<file path="src/rtl/z80_alu_shifter.sv">
// z80_alu_shifter: registered 8-bit single-position shifter feeding the Z80 ALU nibble buses.
// Defining ALU_SHIFTER_PARITY_EN adds a registered even-parity output (parity_out).
module z80_alu_shifter (
    input  logic       clk,
    input  logic       nreset,
    input  logic       shift_enable,
    input  logic       shift_right,
    input  logic       shift_in,
    input  logic [7:0] db,
    output logic       cy_out,
    output logic [3:0] out_high,
    output logic [3:0] out_low
`ifdef ALU_SHIFTER_PARITY_EN
    ,
    output logic       parity_out
`endif
);
    logic [7:0] r_d, r_q;
    logic       c_d, c_q;
    always_comb begin
        r_d = shift_enable ? (shift_right ? {shift_in, db[7:1]} : {db[6:0], shift_in}) : db;
        c_d = shift_enable & (shift_right ? db[0] : db[7]);
    end
    always_ff @(posedge clk or negedge nreset) begin
        if (!nreset) begin
            r_q <= 8'h00;
            c_q <= 1'b0;
        end else begin
            r_q <= r_d;
            c_q <= c_d;
        end
    end
    assign out_high = r_q[7:4];
    assign out_low  = r_q[3:0];
    assign cy_out   = c_q;
`ifdef ALU_SHIFTER_PARITY_EN
    // Z80 P/V convention: set for an even number of ones, so the cleared result resets to 1.
    logic p_d, p_q;
    assign p_d = ~^r_d;
    always_ff @(posedge clk or negedge nreset) begin
        if (!nreset) p_q <= 1'b1;
        else         p_q <= p_d;
    end
    assign parity_out = p_q;
`endif
endmodule

</file>
<file path="config.mk">
export PLATFORM = sky130hd
export DESIGN_NAME = z80_alu_shifter
export DESIGN_NICKNAME = d
export VERILOG_FILES = /design/src/rtl/z80_alu_shifter.sv
export SDC_FILE = /design/constraint.sdc
export NUM_CORES = 1
export LEC_CHECK = 0
export BUFFER_PORTS_ARGS = -buffer_cell sky130_fd_sc_hd__buf_2
export CAP_MARGIN = 20
export CORE_AREA = 4 4 41 43
export CTS_CLUSTER_SIZE = 40
export DETAILED_ROUTE_END_ITERATION = 16
export DIE_AREA = 0 0 45 47
export GPL_TIMING_DRIVEN = 0
export PLACE_DENSITY = 0.61
export SLEW_MARGIN = 15
export SYNTH_ARGS = -nofsm -noshare
export SYNTH_HDL_FRONTEND = slang
export SYNTH_SLANG_ARGS = --single-unit
</file>
<file path="constraint.sdc">
create_clock -name clk -period 0.8 [get_ports clk]
set_clock_uncertainty 0.1 [all_clocks]
set_input_delay 0.04 -clock clk [delete_from_list [all_inputs] [get_ports clk]]
set_output_delay 0.04 -clock clk [all_outputs]
set_load 0.01 [all_outputs]
</file>
==> metrics <==
outcome finished, violations left; violated checks negative hold slack, negative setup slack; initial DRC count 1; sequential power share 0.471; Synth cell types 7; Critical Path AT 0.76 ns; source of the critical timing path r_q[1]; number of synthesized register bits 9; Top Metal Used met4; vias in the first global route 386; Comb pwr share 0.191; final hold violations 9; HP Start db[7]; worst-path fanout max 1; Final Cycle Share 1.130; CTS hold repair buffers 7; pwr dens 1852 nW/um^2; Top delay family on crit path flip-flops; Synth Warn # 0; final std cells w/o fill 77; Seq. cell area 225.2 sq um; Worst Hold Class in -> reg; share of the synthesized area in the top cell type 0.5389; post-synth net total 51; FFs w/ async S/R, synth 1.000; CTS tree yes; Net Sw Power 0.2867 mW; Die Area 2115 sq um; hold slack -0.04576 ns; Synth Area per Inst 11.00 sq um; clock share of power 0.338; drt first pass iters 2; VDD IR-drop max 0.0006979 V; slew at the pin closest to its max-slew limit 0.2077 ns; top cells by area, synth dfrtp_1, mux2i_1, a21oi_1; Placed Cells 72; Ant. Diodes 0; vias 352; fillcell total 136; via/cell ratio 4.571; post-layout util 0.4394; Post-DRT Antenna Nets 0; total wire length 902 um; CTS Buf Count 3; final instance area 571.8 sq um; wire length per cell 11.71 um; initial core utilization 0.3212; Sw Share 0.2707; Post-Route Setup TNS -0.8102 ns; area leader, netlist dfrtp_1; Max Slew Vio Count 0; core area 1301 sq um; CP Class reg -> out; post-CTS setup repair buffer count 0; global placer's final weighted congestion 0.7031; Total GRT Usage 0.1139; initial antenna violation count 0; Buf+Inv Stages, Crit Path 1; Leak Pwr 0.2968 nW; port buffer count 19; first-pass GRT wire length 1.587 mm; area of the multi-input gates 168.9 sq um; pre-CTS setup slack 0.08332 ns; RSZ-0062 raised after global routing yes; minimum clock period 0.9038 ns; met3 wire length 79 um; DR DRC count 0; Hold EP r_q[7]; Final Setup Violations 9; IO Count 22; CP Capture Type output port; Largest stage delay, worst path 0.37 ns; Synth Instances 38; DIE HEIGHT 47 um; Nets 76; most frequent cells after synthesis dfrtp_1, mux2i_1, a21oi_1, nor2_1, buf_4; Post-synth EDFFs 0; WL met2 382 um; layout cells sized above 1 0.4355; Root Driver clkbuf_4; mapped cell area 417.9 sq um; std cell rows 13; largest net degree at the start of global routing 11; hold depth 3; crit path cell chain buf_2; Area Overhead vs Synth 36.83%; Area after DPL 531.8 sq um; worst setup margin -0.1038 ns; clk buf depth 2; startpoint types flop; Metal-1 WL 391 um; Fmax 1.106 GHz; clock-pin slew on the worst setup and hold paths 0.06 ns; Required @ worst endpoint 0.66 ns; maxcap violations 0; Slew headroom 0.8615; Primary FF master, synth dfrtp_1; post-synthesis sequential area ratio 0.5389; total grt overflow 0; Clock H-tree levels 1; Cell Int Power 0.7724 mW; CP max stage cell dfrtp_1; TritonCTS Sinks 9; total power 1.059 mW; Die Wd 45 um
==> layer usage <==
| layer | track usage | vias to the layer above |
|---|---|---|
| met1 | 0.1142 | 156 |
| met2 | 0.1667 | 16 |
| li1 | - | 176 |
| met3 | 0.04215 | 4 |
| met4 | 0.1404 | 0 |
| met5 | 0 | - |
==> kinds of logic (layout without fill, tap and decap cells) <==
group	count (synthesis)	count (layout)	synth area share
AOI/OAI and AO/OA	8	8	0.09581
muxes	9	9	0.2156
DFF	9	9	0.5389
and+or+nand+nor	9	9	0.08684
buffers and inverters	3	27	0.06286
==> registers in the layout, summed over array words and instances, names as in the netlist <==
| register | cells |
|---|---|
| cy_out | 1 |
| r_q | 8 |
==> power groups by stage <==
stage / sequential (mW) / combinational [mW] / clock [mW]
2_1_floorplan: 0.532 / 0.0834 / 0
3_3_place_gp: 0.507 / 0.197 / 0
3_5_place_dp: 0.508 / 0.199 / 0
4_1_cts: 0.499 / 0.225 / 0.370
5_1_grt: 0.502 / 0.228 / 0.395
6_report: 0.499 / 0.202 / 0.358
==> timing repair <==
action                                  4_1_cts  5_1_grt
gates resized for setup                       0        1
endpoints found under the hold margin        18        7
pin swaps                                     0        6
endpoints found under the setup margin        9       15
==> how the worst max path moves through the flow <==
stage,end,cells past startpoint
floorplan,r_q[5],4
global route,out_high[3],1
finish,out_low[1],1
detailed placement,r_q[5],4
global placement,r_q[5],4
CTS,out_high[0],1
==> layout make-up <==
cell class	count	share of cell area
Buffer	3	0.04595
Tap cell	15	0.03282
Clock buffer	3	0.03939
Timing Repair Buffer	20	0.1838
Sequential cell	9	0.3939
Clock inverter	1	0.008753
Multi-Input combinational cell	26	0.2954
==> cells in the final DEF (no fill, tap or decap) <==
cell	Yosys	final
buf_4	2	2
nor2b_1	1	1
buf_2	0	19
clkbuf_4	0	3
nor2_2	0	1
a21oi_1	8	8
dfrtp_1	9	9
clkinv_2	0	1
nor2_1	8	7
dlygate4sd3_1	0	1
buf_6	1	1
mux2i_1	9	9
==> worst min-delay path, stage by stage <==
cell and delay [ns]:
buf_2 0.12, nor2_1 0.08, a21oi_1 0.05
No activity file was read; power rests on OpenSTA's default activity.
